[src/rtl/trap_ctrl.sv]
// Machine-mode trap sequencer: takes exceptions, interrupts and MRET, emits one
// CSR write strobe, then holds a PC redirect until fetch accepts it.
module trap_ctrl #(
  parameter int TRAP_CNT_W = 16
) (
  input  logic                  clk,
  input  logic                  rst_n,
  input  logic                  exc_valid,
  input  logic [3:0]            exc_cause,
  input  logic [31:0]           exc_pc,
  input  logic [31:0]           exc_tval,
  input  logic                  mret_req,
  input  logic                  int_ok,
  input  logic [31:0]           int_pc,
  input  logic                  msip,
  input  logic                  mtip,
  input  logic                  meip,
  input  logic                  msie,
  input  logic                  mtie,
  input  logic                  meie,
  input  logic                  mie,
  input  logic                  mpie,
  input  logic [29:0]           mtvec_base,
  input  logic [31:0]           mepc,
  output logic                  csr_we,
  output logic [31:0]           mepc_wd,
  output logic [31:0]           mcause_wd,
  output logic [31:0]           mtval_wd,
  output logic                  mie_wd,
  output logic                  mpie_wd,
  output logic                  busy,
  output logic                  redirect_valid,
  output logic [31:0]           redirect_pc,
  input  logic                  redirect_ready,
  output logic [TRAP_CNT_W-1:0] trap_count
);

  typedef enum logic [1:0] {IDLE, ENTER, RETURN, REDIRECT} state_t;

  state_t                  state, state_next;
  logic [31:0]             target, target_next;
  logic                    csr_we_next, busy_next, redirect_valid_next;
  logic [31:0]             mepc_wd_next, mcause_wd_next, mtval_wd_next, redirect_pc_next;
  logic                    mie_wd_next, mpie_wd_next;
  logic [TRAP_CNT_W-1:0]   trap_count_next;
  logic [3:0]              cause_legal;
  logic                    irq_take;
  logic [31:0]             irq_cause;
  logic                    unused_pc_bits;

  assign unused_pc_bits = ^{exc_pc[1:0], int_pc[1:0]};

  always_comb begin
    case (exc_cause)
      4'd0, 4'd1, 4'd2, 4'd3, 4'd4, 4'd5, 4'd6, 4'd7, 4'd11: cause_legal = exc_cause;
      default: cause_legal = 4'd2;
    endcase
  end

  // Fixed interrupt priority: external, then software, then timer.
  always_comb begin
    irq_take  = int_ok & mie & ((meip & meie) | (msip & msie) | (mtip & mtie));
    if (meip & meie)      irq_cause = 32'h8000_000B;
    else if (msip & msie) irq_cause = 32'h8000_0003;
    else                  irq_cause = 32'h8000_0007;
  end

  always_comb begin
    state_next          = state;
    target_next         = target;
    csr_we_next         = 1'b0;
    mepc_wd_next        = mepc_wd;
    mcause_wd_next      = mcause_wd;
    mtval_wd_next       = mtval_wd;
    mie_wd_next         = mie_wd;
    mpie_wd_next        = mpie_wd;
    redirect_valid_next = redirect_valid;
    redirect_pc_next    = redirect_pc;
    trap_count_next     = trap_count;

    unique case (state)
      IDLE: begin
        if (exc_valid) begin
          state_next      = ENTER;
          csr_we_next     = 1'b1;
          mepc_wd_next    = {exc_pc[31:2], 2'b00};
          mcause_wd_next  = {28'b0, cause_legal};
          mtval_wd_next   = exc_tval;
          mpie_wd_next    = mie;
          mie_wd_next     = 1'b0;
          target_next     = {mtvec_base, 2'b00};
          trap_count_next = (&trap_count) ? trap_count : trap_count + TRAP_CNT_W'(1);
        end else if (mret_req) begin
          // mcause/mtval keep the values captured at entry, so they are rewritten unchanged.
          state_next      = RETURN;
          csr_we_next     = 1'b1;
          mepc_wd_next    = mepc;
          mie_wd_next     = mpie;
          mpie_wd_next    = 1'b1;
          target_next     = {mepc[31:2], 2'b00};
        end else if (irq_take) begin
          state_next      = ENTER;
          csr_we_next     = 1'b1;
          mepc_wd_next    = {int_pc[31:2], 2'b00};
          mcause_wd_next  = irq_cause;
          mtval_wd_next   = 32'b0;
          mpie_wd_next    = mie;
          mie_wd_next     = 1'b0;
          target_next     = {mtvec_base, 2'b00};
          trap_count_next = (&trap_count) ? trap_count : trap_count + TRAP_CNT_W'(1);
        end
      end
      ENTER, RETURN: begin
        state_next          = REDIRECT;
        redirect_valid_next = 1'b1;
        redirect_pc_next    = target;
      end
      REDIRECT: begin
        if (redirect_ready) begin
          state_next          = IDLE;
          redirect_valid_next = 1'b0;
        end
      end
      default: state_next = IDLE;
    endcase

    busy_next = (state_next != IDLE);
  end

  always_ff @(posedge clk or negedge rst_n) begin
    if (!rst_n) begin
      state          <= IDLE;
      target         <= '0;
      csr_we         <= 1'b0;
      mepc_wd        <= '0;
      mcause_wd      <= '0;
      mtval_wd       <= '0;
      mie_wd         <= 1'b0;
      mpie_wd        <= 1'b0;
      busy           <= 1'b0;
      redirect_valid <= 1'b0;
      redirect_pc    <= '0;
      trap_count     <= '0;
    end else begin
      state          <= state_next;
      target         <= target_next;
      csr_we         <= csr_we_next;
      mepc_wd        <= mepc_wd_next;
      mcause_wd      <= mcause_wd_next;
      mtval_wd       <= mtval_wd_next;
      mie_wd         <= mie_wd_next;
      mpie_wd        <= mpie_wd_next;
      busy           <= busy_next;
      redirect_valid <= redirect_valid_next;
      redirect_pc    <= redirect_pc_next;
      trap_count     <= trap_count_next;
    end
  end

endmodule

[config.mk]
export PLATFORM = sky130hd
export DESIGN_NAME = trap_ctrl
export DESIGN_NICKNAME = d
export VERILOG_FILES = /design/src/rtl/trap_ctrl.sv
export SDC_FILE = /design/constraint.sdc
export NUM_CORES = 1
export LEC_CHECK = 0
export ABC_AREA = 1
export BUFFER_PORTS_ARGS = -buffer_cell sky130_fd_sc_hd__buf_2
export CAP_MARGIN = 25
export CORE_AREA = 3 3 149 151
export DETAILED_ROUTE_END_ITERATION = 10
export DIE_AREA = 0 0 152 154
export PLACE_DENSITY = 0.63
export SYNTH_ARGS = -nofsm -noshare
export SYNTH_HDL_FRONTEND = slang
export SYNTH_SLANG_ARGS = --single-unit
[constraint.sdc]
create_clock -name clk -period 2.7 [get_ports clk]
set_input_delay 0.54 -clock clk [delete_from_list [all_inputs] [get_ports clk]]
set_output_delay 0.54 -clock clk [all_outputs]
set_load 0.02 [all_outputs]
==> results.tsv, run 1 <==
stage	metric	value	unit
critical_path	worst flop-to-flop path startpoint	state[0]$_DFF_PN0_	
finish	share of cells above drive strength 1	0.275	
clock_network	Sink Count	152	
logic_synthesis	Warnings, synthesis	0	
sta	period utilization	0.736	
critical_path	critical path type	reg2reg	
placed_design	HPWL Detailed	15800	um
logic_synthesis	ys flop type	dfrtp_1	
floorplan	Rows	53	
logic_synthesis	synthesized flop and latch total	152	
critical_path	Critical Path End	mtval_wd[26]$_DFFE_PN0P_	
pwr	static leakage	5.66	nW
sta	Slew headroom	0.490	
critical_path	Crit-path slowest cell	nor2_4	
clock_network	Num CTS Buffers	17	
floorplan	Die Height	154	um
drt	Routed WL per cell	13.9	um
drt	DRT iter0 DRCs	353	
floorplan	die footprint	0.0234	mm^2
finish	most common cell after layout, fill and taps aside	nand2_1	
sta	hold slack	0.0532	ns
pwr	switching share of total power	0.427	
pwr	combinational power share	0.405	
sta	Final Hold Fails	0	
critical_path	R2R depth	8	
floorplan	Core ar.	0.0210	mm^2
sta	Worst-Margin Slew	0.762	ns
global_route	initial antenna violation count	1	
critical_path	worst r2r dst	mtval_wd[26]$_DFFE_PN0P_	
finish	nets	1437	
finish	most frequent cells in the layout	nand2_1, buf_2, dfrtp_1, nand3_1, conb_1	
sta	minimum clock period	1.99	ns
critical_path	critical path cell sequence	inv_1 -> ha_1 -> nand2_2 -> inv_2 -> nand3_4 -> nor2_4 -> nand2_1 -> nand2_1	
clock_network	post-cts gate resize count	0	
logic_synthesis	synth unique cells	27	
critical_path	Crit Path Max Fanout	32	
pwr	Pwr per Cell Area	1070	mW/mm^2
pwr	sw power	4.35	mW
pwr	Flop pwr share	0.366	
pwr	Peak VDD IR	0.417	mV
drt	DRT Wirelength	21500	um
clock_network	clock root buffer	clkbuf_16	
finish	P&R area growth vs syn	30.3	%
drt	mean number of vias per cell	4.46	
clock_network	Clk Latency, worst-skew pair	0.42	ns
drt	ANT nets after route	0	
sta	max frequency	0.503	GHz
flow_run	Max Cap Violations	0	
clock_network	CTS Hold Bufs	0	
drt	first-pass detailed-route iteration total	4	
clock_network	clock-pin slew on the worst setup and hold paths	0.07	ns
logic_synthesis	Mapped Avg Cell Area	7.44	um^2
finish	filler instances	2151	
pwr	clock network power share	0.230	
sta	Slew Limit Fails	0	
clock_network	CTS H-Tree Depth	4	
global_route	first-pass GRT wire length	34100	um
sta	Final setup viols	0	
status	run status	finished clean	
floorplan	Initial Utilization	0.347	
floorplan	Die Wd	152	um
critical_path	Slowest Stage Delay on Critical Path	0.58	ns
logic_synthesis	Gate Count Post-Synth	977	
global_route	GRT Total Usage	0.180	
global_route	pin count of the biggest net entering global routing	69	
critical_path	startpoint class of the critical path	flop	
clock_network	TritonCTS clock tree	done	
finish	multi-input logic area	0.00306	mm^2
sta	setup_tns	0	ns
hold_path	Worst Hold Class	in2async	
placed_design	port bufs	291	
drt	DR vias	6899	
floorplan	top-level I/O count	325	
finish	Reg area	0.00380	mm^2
global_route	grt ovf	0	
critical_path	Most common cell on crit path	nand2_1	
critical_path	R2R setup slack	0.71	ns
critical_path	CP endpoint kind	flop	
critical_path	crit path DAT	2.34	ns
logic_synthesis	Mapped Area	0.00727	mm^2
critical_path	Critical Path Start	state[0]$_DFF_PN0_	
critical_path	WP data required	3.05	ns
drt	# DRC	0	
clock_network	setup bufs post-CTS	0	
logic_synthesis	Seq/Total Area, Yosys	0.523	
logic_synthesis	Async SR Flop Fraction	1.00	
global_route	vias in the first global route	6603	
clock_network	CTS Buffer Depth	2	
pwr	Internal Power	5.83	mW
logic_synthesis	Post-synth EDFFs	0	
sta	Final Skew	0.0126	ns
placed_design	placer congestion estimate	0.880	
sta	RSZ-0062 raised after global routing	false	
## flip-flops by register name, summed over array words and instances (netlist names)
register and count:
mcause_wd 5, mpie_wd 1, redirect_valid 1, redirect_pc 30
mie_wd 1, mepc_wd 32, trap_count 16, mtval_wd 32
csr_we 1, target 30, state 2, busy 1
## stage by stage
stage / setup WS (ns) / cell area [um^2] / power, mW / instances / utilization
after floorplan: 1.10 / 7380 / 6.42 / 1005 / -
after global placement: 0.603 / 8890 / 7.88 / 1514 / 0.424
after detailed placement: 0.570 / 8890 / 7.96 / 1514 / 0.424
after CTS: 0.699 / 9470 / 10.4 / 1546 / 0.452
after global routing: 0.548 / 9480 / 11.0 / 1547 / 0.452
final: 0.712 / 9480 / 10.2 / 1548 / 0.452
## kinds of logic (layout without fill, tap and decap cells)
family                     count (synthesis)  count (layout)  synth area share
and+or+nand+nor                          702             702             0.380
buffers and inverters                     95             361            0.0707
other                                      1              31          0.000516
DFF                                      152             152             0.523
xor gates and xnor gates                   8               8           0.00963
adders and majority gates                  3               3           0.00516
AOI/OAI and AO/OA                         16              16            0.0114
## synth_stat cells, types with 2 or more instances
master | instances | share of area
ha_1 | 3 | 0.0052
inv_2 | 3 | 0.0015
xnor2_1 | 3 | 0.0036
clkbuf_1 | 20 | 0.010
a21oi_1 | 2 | 0.0014
nor2_2 | 3 | 0.0026
nor2_1 | 20 | 0.010
buf_4 | 37 | 0.038
o22ai_1 | 2 | 0.0017
nand3_1 | 46 | 0.032
nand2_1 | 619 | 0.32
o21ai_0 | 12 | 0.0083
xor2_1 | 5 | 0.0060
dfrtp_1 | 152 | 0.52
buf_2 | 13 | 0.0089
inv_1 | 20 | 0.010
nand4_1 | 7 | 0.0060
## layer usage
| layer | GRT usage | vias to the layer above | wire length, um |
|---|---|---|---|
| met5 | 0 | - | 0 |
| met4 | 0.0715 | 0 | 686 |
| met3 | 0.0411 | 39 | 1430 |
| met2 | 0.286 | 270 | 9710 |
| met1 | 0.241 | 3095 | 9720 |
| li1 | - | 3495 | - |
## worst max-delay path: cells and delay by family, from the launching register on
family | cells | cell delay (ns)
simple gates | 5 | 1.06
flops | 1 | 0.40
fa+ha+maj | 1 | 0.26
buf+inv | 2 | 0.19
## worst min-delay path by stage
| stage | start | end | slack, ns | cells past startpoint |
|---|---|---|---|---|
| after global placement | redirect_pc[17]$_DFFE_PN0P_ | redirect_pc[17]$_DFFE_PN0P_ | 0.45 | 2 |
| after floorplan | rst_n | busy$_DFF_PN0_ | 0.24 | 0 |
| after detailed placement | redirect_pc[25]$_DFFE_PN0P_ | redirect_pc[25]$_DFFE_PN0P_ | 0.45 | 2 |
| final | rst_n | redirect_pc[21]$_DFFE_PN0P_ | 0.05 | 1 |
| after global routing | rst_n | redirect_pc[21]$_DFFE_PN0P_ | 0.07 | 1 |
| after CTS | rst_n | redirect_pc[21]$_DFFE_PN0P_ | 0.05 | 1 |
## area by class of cell
class / instances / area share
clock inverter: 15 / 0.0164
timing repair buffer: 304 / 0.167
clock buffer: 17 / 0.0449
tap: 275 / 0.0363
inverter: 25 / 0.0102
antenna: 2 / 0.000528
sequential: 152 / 0.401
multi-input combinational: 758 / 0.323
## power groups by stage
stage | clock, mW | combinational [mW] | sequential [mW]
CTS | 2.42 | 4.21 | 3.72
detailed placement | 0 | 4.21 | 3.74
global route | 2.51 | 4.61 | 3.83
global placement | 0 | 4.14 | 3.74
finish | 2.34 | 4.12 | 3.72
floorplan | 0 | 1.85 | 4.57
(Power assumes the default switching activity.)
==> inputs of run 2 (changes only) <==
- ABC_AREA: 1 -> 0
- CORE_AREA: 3 3 149 151 -> 3 3 148 150
- DIE_AREA: 0 0 152 154 -> 0 0 151 153
- PLACE_DENSITY: 0.63 -> 0.66
- clock period: 2.7 -> 1.6 ns (I/O delays scaled with it)
==> run 2 against run 1 <==
Wire length fell by 6.3%. Setup slack got worse by 0.71 ns. Clock skew fell by 0.00086 ns. Core utilization rose by 2.8 points. Synthesized cell count fell by 28%. Maximum frequency rose by 24%. Final area rose by 5.4%. Count of clock-buffer cells in the layout rose by 4. Final cell count fell by 15%.
==> results.tsv, run 2 <==
stage	metric	value	unit	change
status	run status	finished clean		unchanged
logic_synthesis	area leader, netlist	dfrtp_1		unchanged
floorplan	die footprint	0.0231	mm^2	was 0.0234 mm^2
logic_synthesis	Gate Count Post-Synth	708		was 977
global_route	M3 GR Usage	0.0474		was 0.0411
sta	period utilization	0.999		was 0.736
sta	Slew headroom	0.536		was 0.490
placed_design	port bufs	291		unchanged
clock_network	clock root buffer	clkbuf_16		unchanged
pwr	total power	18.2	mW	was 10.2 mW
finish	Largest regs	mepc_wd (32), mtval_wd (32)		unchanged
critical_path	WP data required	1.87	ns	was 3.05 ns
clock_network	CTS H-Tree Depth	4		unchanged
sta	hold slack	0.140	ns	was 0.0532 ns
placed_design	HPWL Detailed	15600	um	was 15800 um
logic_synthesis	share of the synthesized area in the top cell type	0.531		was 0.523
critical_path	crit path DAT	1.87	ns	was 2.34 ns
drt	first-pass detailed-route iteration total	4		unchanged
clock_network	clock-pin slew on the worst setup and hold paths	0.06	ns	was 0.07 ns
critical_path	Critical Path Start	trap_count[1]$_DFFE_PN0P_		was state[0]$_DFF_PN0_
finish	nets	1210		was 1437
global_route	initial antenna violation count	3		was 1
critical_path	startpoint class of the critical path	flop		unchanged
logic_synthesis	Post-synth EDFFs	0		unchanged
finish	filler instances	1993		was 2151
critical_path	R2R setup slack	0.0009	ns	was 0.71 ns
critical_path	Crit Path Max Fanout	7		was 32
floorplan	Rows	53		unchanged
placed_design	placer congestion estimate	0.829		was 0.880
drt	# DRC	0		unchanged
clock_network	TritonCTS clock tree	done		unchanged
logic_synthesis	largest cells by area after synthesis	dfrtp_1, mux2i_1, nand2_1, o21ai_0, mux2_2		was dfrtp_1, nand2_1, buf_4, nand3_1, clkbuf_1
logic_synthesis	Mapped Avg Cell Area	10.1	um^2	was 7.44 um^2
critical_path	worst r2r dst	trap_count[2]$_DFFE_PN0P_		was mtval_wd[26]$_DFFE_PN0P_
sta	minimum clock period	1.60	ns	was 1.99 ns
drt	DR vias	6072		was 6899
global_route	grt ovf	0		unchanged
drt	ANT nets after route	0		unchanged
sta	setup_tns	0	ns	unchanged
sta	Worst-Margin Slew	0.697	ns	was 0.762 ns
global_route	grt met2 use	0.301		was 0.286
global_route	M1 GR Usage	0.207		was 0.241
clock_network	Sink Count	152		unchanged
global_route	GRT Total Usage	0.171		was 0.180
logic_synthesis	synth cell count leaders	dfrtp_1, nand2_1, o21ai_0		was nand2_1, dfrtp_1, nand3_1
global_route	first-pass GRT wire length	31100	um	was 34100 um
drt	DRT Wirelength	20200	um	was 21500 um
global_route	pin count of the biggest net entering global routing	55		was 69
clock_network	Clk Latency, worst-skew pair	0.41	ns	was 0.42 ns
sta	Final setup viols	0		unchanged
finish	most frequent cells in the layout	buf_2, dfrtp_1, nand2_1, o21ai_0, mux2i_1		was nand2_1, buf_2, dfrtp_1, nand3_1, conb_1
finish	Final Non-Filler Cells	1319		was 1548
drt	mean number of vias per cell	4.60		was 4.46
logic_synthesis	synth unique cells	39		was 27
sta	RSZ-0062 raised after global routing	true		was false
logic_synthesis	Mapped Area	0.00716	mm^2	was 0.00727 mm^2
critical_path	R2R depth	6		was 8
critical_path	CP endpoint kind	flop		unchanged
logic_synthesis	synthesized flop and latch total	152		unchanged
finish	share of cells above drive strength 1	0.427		was 0.275
sta	Final Hold Fails	0		unchanged
logic_synthesis	ys flop type	dfrtp_1		unchanged
floorplan	Die Wd	151	um	was 152 um
logic_synthesis	Warnings, synthesis	0		unchanged
floorplan	Initial Utilization	0.344		was 0.347
finish	P&R area growth vs syn	39.6	%	was 30.3%
global_route	vias in the first global route	5866		was 6603
drt	DRT iter0 DRCs	204		was 353
flow_run	Max Cap Violations	0		unchanged
pwr	Peak VDD IR	0.690	mV	was 0.417 mV
logic_synthesis	count leader, synth	dfrtp_1		was nand2_1
floorplan	Die Height	153	um	was 154 um
clock_network	Num CTS Buffers	17		unchanged
global_route	Top Usage Layer GRT	met2		unchanged
sta	Final Skew	0.0117	ns	was 0.0126 ns
sta	max frequency	0.625	GHz	was 0.503 GHz
critical_path	worst flop-to-flop path startpoint	trap_count[1]$_DFFE_PN0P_		was state[0]$_DFF_PN0_
critical_path	Critical Path End	trap_count[2]$_DFFE_PN0P_		was mtval_wd[26]$_DFFE_PN0P_
sta	Slew Limit Fails	0		unchanged
floorplan	top-level I/O count	325		unchanged
floorplan	Core ar.	0.0208	mm^2	was 0.0210 mm^2
logic_synthesis	Async SR Flop Fraction	1.00		unchanged
logic_synthesis	Seq/Total Area, Yosys	0.531		was 0.523
placed_design	Inst Count DP	1283		was 1514
drt	Routed WL per cell	15.3	um	was 13.9 um
critical_path	critical path type	reg2reg		unchanged
placed_design	dpl ws	-0.447	ns	was 0.570 ns
sta	Setup WS post-layout	0.000896	ns	was 0.712 ns
finish	most common cell after layout, fill and taps aside	buf_2		was nand2_1
pwr	Pwr per Cell Area	1820	mW/mm^2	was 1070 mW/mm^2
clock_network	CTS Buffer Depth	2		unchanged
pwr	static leakage	5.22	nW	was 5.66 nW
hold_path	Worst Hold Class	in2reg		was in2async
-- run 2: power breakdown --
| group | switching (mW) | internal, mW | leakage (nW) |
|---|---|---|---|
| sequential | 0.858 | 5.56 | 1.93 |
| combinational | 4.58 | 3.26 | 3.01 |
| clock | 1.57 | 2.38 | 0.276 |
-- run 2: layer usage --
layer	up-vias	part of all wire
li1	2988	-
met1	2842	0.41
met2	219	0.50
met3	19	0.075
met4	4	0.012
met5	-	0.0013
-- run 2: what timing repair did --
| item | in CTS | in global routing |
|---|---|---|
| buffers inserted | 3 | 1 |
| pin swaps | 2 | 7 |
| hold endpoints to repair | 22 | 0 |
| hold buffers | 1 | 0 |
| endpoints found under the setup margin | 13 | 15 |
| gates resized for setup | 6 | 14 |
-- run 2: cell type report --
type / instances / area, um^2 / area share
sequential: 152 / 3810 / 0.381
multi-input combinational: 501 / 3090 / 0.309
clock buffer: 21 / 460 / 0.0461
clock inverter: 10 / 119 / 0.0119
antenna: 1 / 2.50 / 0.000250
inverter: 6 / 22.5 / 0.00225
tap: 275 / 344 / 0.0344
timing repair buffer: 353 / 2140 / 0.215
-- run 2: worst min path at each step --
stage                    from  depth (start not counted)                    endpoint
6_report       redirect_ready                          2  redirect_valid$_DFFE_PN0P_
5_1_grt        redirect_ready                          2  redirect_valid$_DFFE_PN0P_
4_1_cts        redirect_ready                          2  redirect_valid$_DFFE_PN0P_
3_5_place_dp            rst_n                          1     mtval_wd[2]$_DFFE_PN0P_
3_3_place_gp            rst_n                          1   mcause_wd[31]$_DFFE_PN0P_
2_1_floorplan           rst_n                          0              busy$_DFF_PN0_
-- run 2: logic make-up after synthesis --
group	count (synthesis)	share of synthesized area
adders and majority gates	3	0.00524
muxes	93	0.136
and+or+nand+nor	217	0.140
AOI/OAI and AO/OA	146	0.105
xor gates and xnor gates	13	0.0159
other	1	0.000524
DFF	152	0.531
buffers and inverters	83	0.0661
-- run 2: critical path, stage by stage, from the launching register on --
cell	delay, ns
dfrtp_1	0.40
ha_4	0.17
nand3_4	0.10
nor4_4	0.38
buf_6	0.21
nor3b_2	0.06
xor2_1	0.14
-- run 2: through the flow --
stage	util	area, um^2
finish	0.480	9990
floorplan	-	7280
detailed placement	0.445	9270
global route	0.480	9990
CTS	0.477	9920
global placement	0.445	9270
